## src/rtl/seq_pattern_gen_if.sv

```systemverilog
// Serial pattern generator control/data bundle.
// The master drives the controls and the slave drives the serial line.
interface seq_pattern_gen_if #(
    parameter int WIDTH = 4,
    parameter int CNT_W = 4
);
    logic             start;
    logic             pat_we;
    logic [WIDTH-1:0] pat_in;
    logic [CNT_W-1:0] reps;
    logic             abort;
    logic             out;
    logic             out_valid;
    logic             busy;
    logic             done;

    modport master (
        output start, pat_we, pat_in, reps, abort,
        input  out, out_valid, busy, done
    );

    modport slave (
        input  start, pat_we, pat_in, reps, abort,
        output out, out_valid, busy, done
    );
endinterface

```

## src/rtl/seq_pattern_gen.sv

```systemverilog
// Serial pattern generator: shifts a WIDTH-bit pattern out MSB first,
// repeated reps times with GAP idle cycles between repetitions.
module seq_pattern_gen #(
    parameter int               WIDTH       = 4,
    parameter logic [WIDTH-1:0] DEFAULT_PAT = WIDTH'(4'b1011),
    parameter int               CNT_W       = 4,
    parameter int               GAP         = 0
) (
    input  logic              clk,
    input  logic              rst,
    seq_pattern_gen_if.slave  bus
);
    localparam int BW = $clog2(WIDTH);
    localparam int GW = 4;

    typedef enum logic [1:0] {
        S_IDLE  = 2'd0,
        S_SHIFT = 2'd1,
        S_GAP   = 2'd2,
        S_DONE  = 2'd3
    } state_t;

    state_t           state_q, state_d;
    logic [WIDTH-1:0] pat_q, pat_d;
    logic [WIDTH-1:0] shreg_q, shreg_d;
    logic [BW-1:0]    bit_q, bit_d;
    logic [CNT_W-1:0] rep_q, rep_d;
    logic [GW-1:0]    gap_q, gap_d;
    logic             out_q, out_d;
    logic             valid_q, valid_d;
    logic             busy_q, busy_d;
    logic             done_q, done_d;
    logic             active;

    assign active = (state_q == S_SHIFT) || (state_q == S_GAP);

    always_ff @(posedge clk or posedge rst) begin
        if (rst) begin
            state_q <= S_IDLE;
            pat_q   <= DEFAULT_PAT;
            shreg_q <= '0;
            bit_q   <= '0;
            rep_q   <= '0;
            gap_q   <= '0;
            out_q   <= 1'b0;
            valid_q <= 1'b0;
            busy_q  <= 1'b0;
            done_q  <= 1'b0;
        end else begin
            state_q <= state_d;
            pat_q   <= pat_d;
            shreg_q <= shreg_d;
            bit_q   <= bit_d;
            rep_q   <= rep_d;
            gap_q   <= gap_d;
            out_q   <= out_d;
            valid_q <= valid_d;
            busy_q  <= busy_d;
            done_q  <= done_d;
        end
    end

    always_comb begin
        state_d = state_q;
        pat_d   = pat_q;
        shreg_d = shreg_q;
        bit_d   = bit_q;
        rep_d   = rep_q;
        gap_d   = gap_q;
        // A write in the start cycle is visible to the load below.
        if (bus.pat_we && !active) begin
            pat_d = bus.pat_in;
        end
        unique case (state_q)
            S_IDLE: begin
                if (!bus.abort && bus.start) begin
                    state_d = S_SHIFT;
                    shreg_d = pat_d;
                    bit_d   = '0;
                    rep_d   = (bus.reps == '0) ? CNT_W'(1) : bus.reps;
                end
            end
            S_SHIFT: begin
                if (bus.abort) begin
                    state_d = S_IDLE;
                end else if (bit_q == BW'(WIDTH - 1)) begin
                    rep_d = rep_q - CNT_W'(1);
                    bit_d = '0;
                    if (rep_q > CNT_W'(1)) begin
                        if (GAP > 0) begin
                            state_d = S_GAP;
                            gap_d   = '0;
                        end else begin
                            shreg_d = pat_q;
                        end
                    end else begin
                        state_d = S_DONE;
                    end
                end else begin
                    shreg_d = shreg_q << 1;
                    bit_d   = bit_q + BW'(1);
                end
            end
            S_GAP: begin
                if (bus.abort) begin
                    state_d = S_IDLE;
                end else if (gap_q == GW'(GAP - 1)) begin
                    state_d = S_SHIFT;
                    shreg_d = pat_q;
                end else begin
                    gap_d = gap_q + GW'(1);
                end
            end
            S_DONE: begin
                state_d = S_IDLE;
            end
            default: begin
                state_d = S_IDLE;
            end
        endcase
    end

    // Outputs are decoded from the next state so they register with it.
    always_comb begin
        out_d   = 1'b0;
        valid_d = 1'b0;
        busy_d  = 1'b0;
        done_d  = 1'b0;
        unique case (state_d)
            S_SHIFT: begin
                out_d   = shreg_d[WIDTH-1];
                valid_d = 1'b1;
                busy_d  = 1'b1;
            end
            S_GAP: begin
                busy_d = 1'b1;
            end
            S_DONE: begin
                done_d = 1'b1;
            end
            default: begin
            end
        endcase
    end

    assign bus.out       = out_q;
    assign bus.out_valid = valid_q;
    assign bus.busy      = busy_q;
    assign bus.done      = done_q;
endmodule
```

## src/flat_wrapper.sv

```systemverilog
// flat-port wrapper written by rule: the top's interface ports become plain ports
module seq_pattern_gen_flat 
#(
    parameter int               WIDTH       = 4,
    parameter logic [WIDTH-1:0] DEFAULT_PAT = WIDTH'(4'b1011),
    parameter int               CNT_W       = 4,
    parameter int               GAP         = 0
)
  (clk, rst, bus_start, bus_pat_we, bus_pat_in, bus_reps, bus_abort, bus_out, bus_out_valid, bus_busy, bus_done);
  seq_pattern_gen_if #(.WIDTH(WIDTH), .CNT_W(CNT_W)) bus_i ();
  input  logic clk;
  input  logic rst;
  input wire logic [$bits(bus_i.start)-1:0] bus_start;
  input wire logic [$bits(bus_i.pat_we)-1:0] bus_pat_we;
  input wire logic [$bits(bus_i.pat_in)-1:0] bus_pat_in;
  input wire logic [$bits(bus_i.reps)-1:0] bus_reps;
  input wire logic [$bits(bus_i.abort)-1:0] bus_abort;
  output wire logic [$bits(bus_i.out)-1:0] bus_out;
  output wire logic [$bits(bus_i.out_valid)-1:0] bus_out_valid;
  output wire logic [$bits(bus_i.busy)-1:0] bus_busy;
  output wire logic [$bits(bus_i.done)-1:0] bus_done;
  assign bus_i.start = bus_start;
  assign bus_i.pat_we = bus_pat_we;
  assign bus_i.pat_in = bus_pat_in;
  assign bus_i.reps = bus_reps;
  assign bus_i.abort = bus_abort;
  assign bus_out = bus_i.out;
  assign bus_out_valid = bus_i.out_valid;
  assign bus_busy = bus_i.busy;
  assign bus_done = bus_i.done;
  seq_pattern_gen #(.WIDTH(WIDTH), .DEFAULT_PAT(DEFAULT_PAT), .CNT_W(CNT_W), .GAP(GAP)) u_core (.clk(clk), .rst(rst), .bus(bus_i));
endmodule
```

## config.mk

```make
export PLATFORM = sky130hd
export DESIGN_NAME = seq_pattern_gen_flat
export DESIGN_NICKNAME = d
export VERILOG_FILES = /design/src/rtl/seq_pattern_gen_if.sv /design/src/rtl/seq_pattern_gen.sv /design/src/flat_wrapper.sv
export SDC_FILE = /design/constraint.sdc
export NUM_CORES = 1
export LEC_CHECK = 0
export BUFFER_PORTS_ARGS = -buffer_cell sky130_fd_sc_hd__buf_4
export CAP_MARGIN = 25
export CELL_PAD_IN_SITES_DETAIL_PLACEMENT = 0
export CELL_PAD_IN_SITES_GLOBAL_PLACEMENT = 1
export CORE_MARGIN = 3
export CORE_UTILIZATION = 30
export DETAILED_ROUTE_END_ITERATION = 16
export HOLD_SLACK_MARGIN = 0.1
export PLACE_DENSITY = 0.67
export SLEW_MARGIN = 20
export SYNTH_ARGS = -nofsm -noshare
export SYNTH_HDL_FRONTEND = slang
export SYNTH_SLANG_ARGS = --single-unit
```

## constraint.sdc

```tcl
create_clock -name clk -period 4.1 [get_ports clk]
set_input_delay 0.41 -clock clk [delete_from_list [all_inputs] [get_ports clk]]
set_output_delay 0.41 -clock clk [all_outputs]
set_load 0.005 [all_outputs]
```

==> run metrics, run 1 <==
Fillers 426; final worst slack 1.73 ns; first-pass GRT wire length 4.75 mm; nets 169; Mapped Cells 127; # Post-CTS Setup Buffers 0; Ant. Diodes 0; critical path class flop to flop; reg-to-reg setup timing slack 1.73 ns; Final Wtd Congestion 0.813; Avg Inst Size Synth 10.5 um^2; f_max 0.423 GHz; Fin Setup TNS 0 ns; commonest non-fill, non-tap cell in the layout dfrtp_1; delay-heaviest family, CP compound AO/OA/AOI/OAI gates; Worst-path clk slew 0.09 ns; Power Dens Cells 556 mW/mm^2; CTS buffer count 3; clock buffer depth 2; max-cap viol count 0; clk_lat worst skew 0.27 ns; number of port buffers 16; 1st-iter DRT viols 38; total power 0.868 mW; Hold WC Path Type input pin to async pin; multi-input logic area 659 um^2; status completed; via count 997; Vias/cell 5.11; EDFF count, synth 0; WL final 2.66 mm; Peak VDD IR 227 uV; worst-path fanout max 4; worst path arrival time 2.58 ns; Least-Margin Pin Slew 0.606 ns; crit path buf inv count 2; min cycle time layout 2.37 ns; Max H-tree Level 1; I/O pins 17; storage element area 604 um^2; total congestion overflow 0; Final Max Tran Viols 0; Final period util 57.7%; max incr delay on CP 0.46 ns; vias in the first global route 1041; root buf cell clkbuf_8; antenna violations before repair 0; final setup fails 0; Post-Syn Area 0.00133 mm^2; DRT Pass-1 Iters 4; Yosys reg bits 24; Total GRT Usage 11.4%; unrepaired setup endpoints after global routing false; utilization after layout 37.7%; Cell Chain, Critical Path inv_1, ha_1, nor2_1, nor4b_1, o21ai_0, nand3_1, a22o_1, ha_1, inv_1, a311oi_1, a31o_2; Synth async-reset ratio 100%; Top FF cell, synth dfrtp_1; Slowest-stage cell, CP nor4b_1; Area growth syn-to-layout 17.6%; Initial Util 32.0%; post-CTS sizing 0; most frequent cells in the layout dfrtp_1, buf_4, inv_1, ha_1; hpwl dp 2.03 mm; startpoint types flop; final hold vios 0; largest net degree at the start of global routing 25; die width 72.5 um; WL per Instance 13.6 um; Post-route DRC 0; Yosys cell types 41; cts hold-fix bufs 0; Routed Antenna Nets 0; CTS tree yes; share of cells above drive strength 1 24.1%; synth warn 0; die area 0.00526 mm^2; clock sink total 24; register area share after synthesis 45.5%; core area 0.00414 mm^2; required time worst endpoint 4.31 ns; Post-Place Setup Slack 1.77 ns; Die H 72.5 um; skew final 0.00251 ns; LEAKAGE 0.758 nW; Synth Net Count 150; Rows 23; Slew HR 59.6%; CP Capture Type flop
==> worst paths after layout <==
kind | startpoint | endpoint | cells past startpoint
max | u_core.rep_q[0] | u_core.bus.out | 11
min | rst | u_core.gap_q[3] | 2
max reg2reg | u_core.rep_q[0] | u_core.bus.out | 11
min reg2reg | u_core.shreg_q[3] | u_core.shreg_q[3] | 1
max in group asynchronous | rst | u_core.pat_q[3] | 3
min in group clk | bus_pat_in[0] | u_core.pat_q[0] | 2
==> metrics by stage <==
step | std cells | hold slack (ns) | area [um^2]
2_1_floorplan | 127 | 0.422 | 1330
3_3_place_gp | 190 | 0.468 | 1490
3_5_place_dp | 190 | 0.474 | 1490
4_1_cts | 194 | 0.376 | 1550
5_1_grt | 195 | 0.174 | 1560
6_report | 195 | 0.142 | 1560
==> registers in the layout (all words and copies together) (netlist names) <==
| signal | cells |
|---|---|
| u_core.state_q | 2 |
| u_core.bit_q | 2 |
| u_core.rep_q | 4 |
| u_core.bus.done | 1 |
| u_core.bus.out_valid | 1 |
| u_core.pat_q | 4 |
| u_core.bus.out | 1 |
| u_core.shreg_q | 4 |
| u_core.bus.busy | 1 |
| u_core.gap_q | 4 |
==> logic make-up after synthesis <==
| kind of cell | share of synthesized area, % |
|---|---|
| buffers and inverters | 4.81 |
| and+or+nand+nor | 13.0 |
| xor gates and xnor gates | 1.32 |
| AOI/OAI and AO/OA | 18.4 |
| adders and majority gates | 9.43 |
| muxes | 7.54 |
| DFF | 45.5 |
==> where the power goes <==
group | switching (mW) | total, mW | internal [mW]
clock | 0.0775 | 0.163 | 0.0858
sequential | 0.0518 | 0.378 | 0.327
combinational | 0.172 | 0.326 | 0.154
==> layout make-up <==
type	count	area share, %
Sequential cell	24	38.7
Tap cell	50	4.01
Timing Repair Buffer	17	8.65
Inverter	12	2.88
Multi-Input combinational cell	88	42.2
Clock buffer	4	3.53
==> Yosys cell counts (3+ instances only) <==
cell / count / area share (%)
dfrtp_1: 21 / 40
inv_1: 12 / 3.4
ha_1: 10 / 9.4
mux2_2: 8 / 6.8
nor2_1: 8 / 2.3
a21oi_1: 7 / 2.6
o21ai_0: 7 / 2.6
nand2_1: 6 / 1.7
and2_1: 4 / 1.9
dfstp_2: 3 / 5.9
nand3_1: 3 / 1.1
o22a_1: 3 / 2.0
==> routing by layer <==
metal	routed length (um)	part of all wire [%]	GRT usage, %
met1	1280	48	15.1
met2	1260	47	18.8
met3	122	4.6	3.46
met4	0	0	1.23
met5	0	0	0
Note: power is estimated with default switching activity, not from simulation.
==> run 2, diff against run 1 <==
==> constraint.sdc (replaced) <==
create_clock -name clk -period 2.25 [get_ports clk]
set_input_delay 0.225 -clock clk [delete_from_list [all_inputs] [get_ports clk]]
set_output_delay 0.225 -clock clk [all_outputs]
set_load 0.005 [all_outputs]
==> run 2 against run 1 <==
Against the previous run:
- fmax is 8.5% higher
- clock skew grew 0.0011 ns
- cell area is 8.4% higher
- global-route usage barely moved
- cell count is 5.6% higher
- combinational power up 120%
- critical endpoint is now u_core.shreg_q[1]
- largest cell class unchanged
- largest power group is now combinational logic
==> run metrics, run 2 (synthesized netlist as in run 1, its figures left out) <==
Initial Util 32.0% (unchanged); Power Dens Cells 1060 mW/mm^2 (+90%); final setup fails 0 (unchanged); Final period util 96.9% (+39 points); status completed; hold endpoint u_core.pat_q[3]; R2R Path Start u_core.state_q[1]; CTS tree yes; via count 1072 (+7.5%); reg-to-reg setup timing slack 0.07 ns (-1.66 ns); Fin Setup TNS 0 ns (unchanged); Rows 23 (unchanged); antenna violations before repair 0 (unchanged); WL per Instance 14.0 um (+2.9%); Ant. Diodes 0 (unchanged); clock sink total 24 (unchanged); crit path buf inv count 2 (unchanged); 1st-iter DRT viols 47 (+24%); Total GRT Usage 11.4% (about the same); max-cap viol count 0 (unchanged); commonest non-fill, non-tap cell in the layout buf_4; f_max 0.459 GHz (+8.5%); worst-path fanout max 6 (+2); Slew HR 63.2% (+3.6 points); most frequent cells in the layout buf_4, dfrtp_1, inv_1, mux2_2, ha_1; core area 0.00414 mm^2 (unchanged); WL final 2.89 mm (+8.7%); LEAKAGE 0.820 nW (+8.2%); delay-heaviest family, CP multiplexers; fin area 0.00169 mm^2 (+8.4%); DRT Pass-1 Iters 4 (unchanged); Area growth syn-to-layout 27.5%; min cycle time layout 2.18 ns (-0.186 ns); Least-Margin Pin Slew 0.551 ns (-0.0549 ns); startpoint types flop; Final Non-Filler Cells 206 (+5.6%); largest net degree at the start of global routing 25 (unchanged); worst path arrival time 2.34 ns (-0.24 ns); vias in the first global route 1063 (+2.1%); Most Frequent Cell on Critical Path mux2_2; worst setup path startpoint u_core.state_q[1]; nets 180 (+6.5%); Hold WC Path Type input pin to flop; die area 0.00526 mm^2 (unchanged); Cell Chain, Critical Path inv_1, ha_1, nor2b_1, buf_4, mux2_2, a221o_1, mux2_2; CP Capture Type flop; root buf cell clkbuf_8; Slowest-stage cell, CP dfrtp_1; first-pass GRT wire length 4.79 mm (+0.86%); Reg2Reg Depth 7 (-4); clock buffer depth 2 (unchanged); Final Max Tran Viols 0 (unchanged); hpwl dp 2.13 mm (+5.1%); storage element area 604 um^2 (unchanged); Final Wtd Congestion 0.762 (-6.2%); clk_lat worst skew 0.27 ns (about the same); Vias/cell 5.20 (+1.8%); share of cells above drive strength 1 33.3% (+9.2 points); Placed Cells 199 (+4.7%); hold path start bus_pat_in[3]; die width 72.5 um (unchanged); skew final 0.00361 ns (+0.00110 ns); Max H-tree Level 1 (unchanged); Worst-path clk slew 0.09 ns (about the same); final hold vios 0 (unchanged); Routed Antenna Nets 0 (unchanged); Die H 72.5 um (unchanged); CTS buffer count 3 (unchanged); number of port buffers 16 (unchanged); total congestion overflow 0 (unchanged); required time worst endpoint 2.41 ns (-1.90 ns); critical path class flop to flop; Post-route DRC 0 (unchanged); max incr delay on CP 0.43 ns (-0.03 ns); Fillers 418 (-1.9%); worst hold stages 2; I/O pins 17 (unchanged); multi-input logic area 689 um^2 (+4.6%); reg-to-reg critical path endpoint u_core.shreg_q[1]; Peak VDD IR 578 uV (+150%); placed inst area 0.00156 mm^2 (+4.5%)
run 2: cell types whose count changed in the layout (fill, tap and decap cells not counted), sizes merged:
cell / change
buf: +10
dlygate4sd3: +1
clkbuf: -1
bufinv: +1
run 2: per-stage QoR:
stage / utilization (%) / hold WS [ns] / power (mW) / setup slack [ns]
after floorplan: - / 0.237 / 1.14 / 0.163
after global placement: 37.6 / 0.469 / 1.33 / 0.111
after detailed placement: 37.6 / 0.466 / 1.36 / 0.0589
after CTS: 39.3 / 0.194 / 1.74 / 0.0386
after global routing: 40.9 / 0.188 / 1.92 / -0.0199
final: 40.9 / 0.203 / 1.79 / 0.0691
run 2: worst max-delay path by stage:
stage                   endpoint  slack, ns  cells after the start
6_report       u_core.shreg_q[1]       0.07                      7
5_1_grt        u_core.shreg_q[2]      -0.02                      7
4_1_cts           u_core.bus.out       0.04                     12
3_5_place_dp      u_core.bus.out       0.06                     12
3_3_place_gp      u_core.bus.out       0.11                     12
2_1_floorplan  u_core.shreg_q[2]       0.16                      7
run 2: area by class of cell:
type | instances | share of cell area, %
Clock buffer | 3 | 2.44
Clock inverter | 1 | 1.77
Inverter | 12 | 2.66
Multi-Input combinational cell | 88 | 40.7
Sequential cell | 24 | 35.7
Tap cell | 50 | 3.70
Timing Repair Buffer | 28 | 13.0
run 2: routing by layer:
metal	track usage (%)	routed length, um	up-vias
met2	18.9	1420	21
met4	1.84	10	0
met5	0	0	-
li1	-	-	518
met3	3.60	136	2
met1	14.7	1330	531
run 2: where the power goes:
group / switching, mW / internal [mW] / leakage (nW) / total, mW
registers: 0.0939 / 0.595 / 0.303 / 0.689
clock network: 0.142 / 0.238 / 0.0357 / 0.380
logic: 0.363 / 0.358 / 0.482 / 0.721
total: 0.599 / 1.19 / 0.820 / 1.79
run 2: what timing repair did:
action                                 in CTS  in global routing
resized for setup                           0                  9
setup endpoints to repair                   0                  1
endpoints found under the hold margin       0                 10
hold buffers                                0                  1
setup buffers                               0                  1
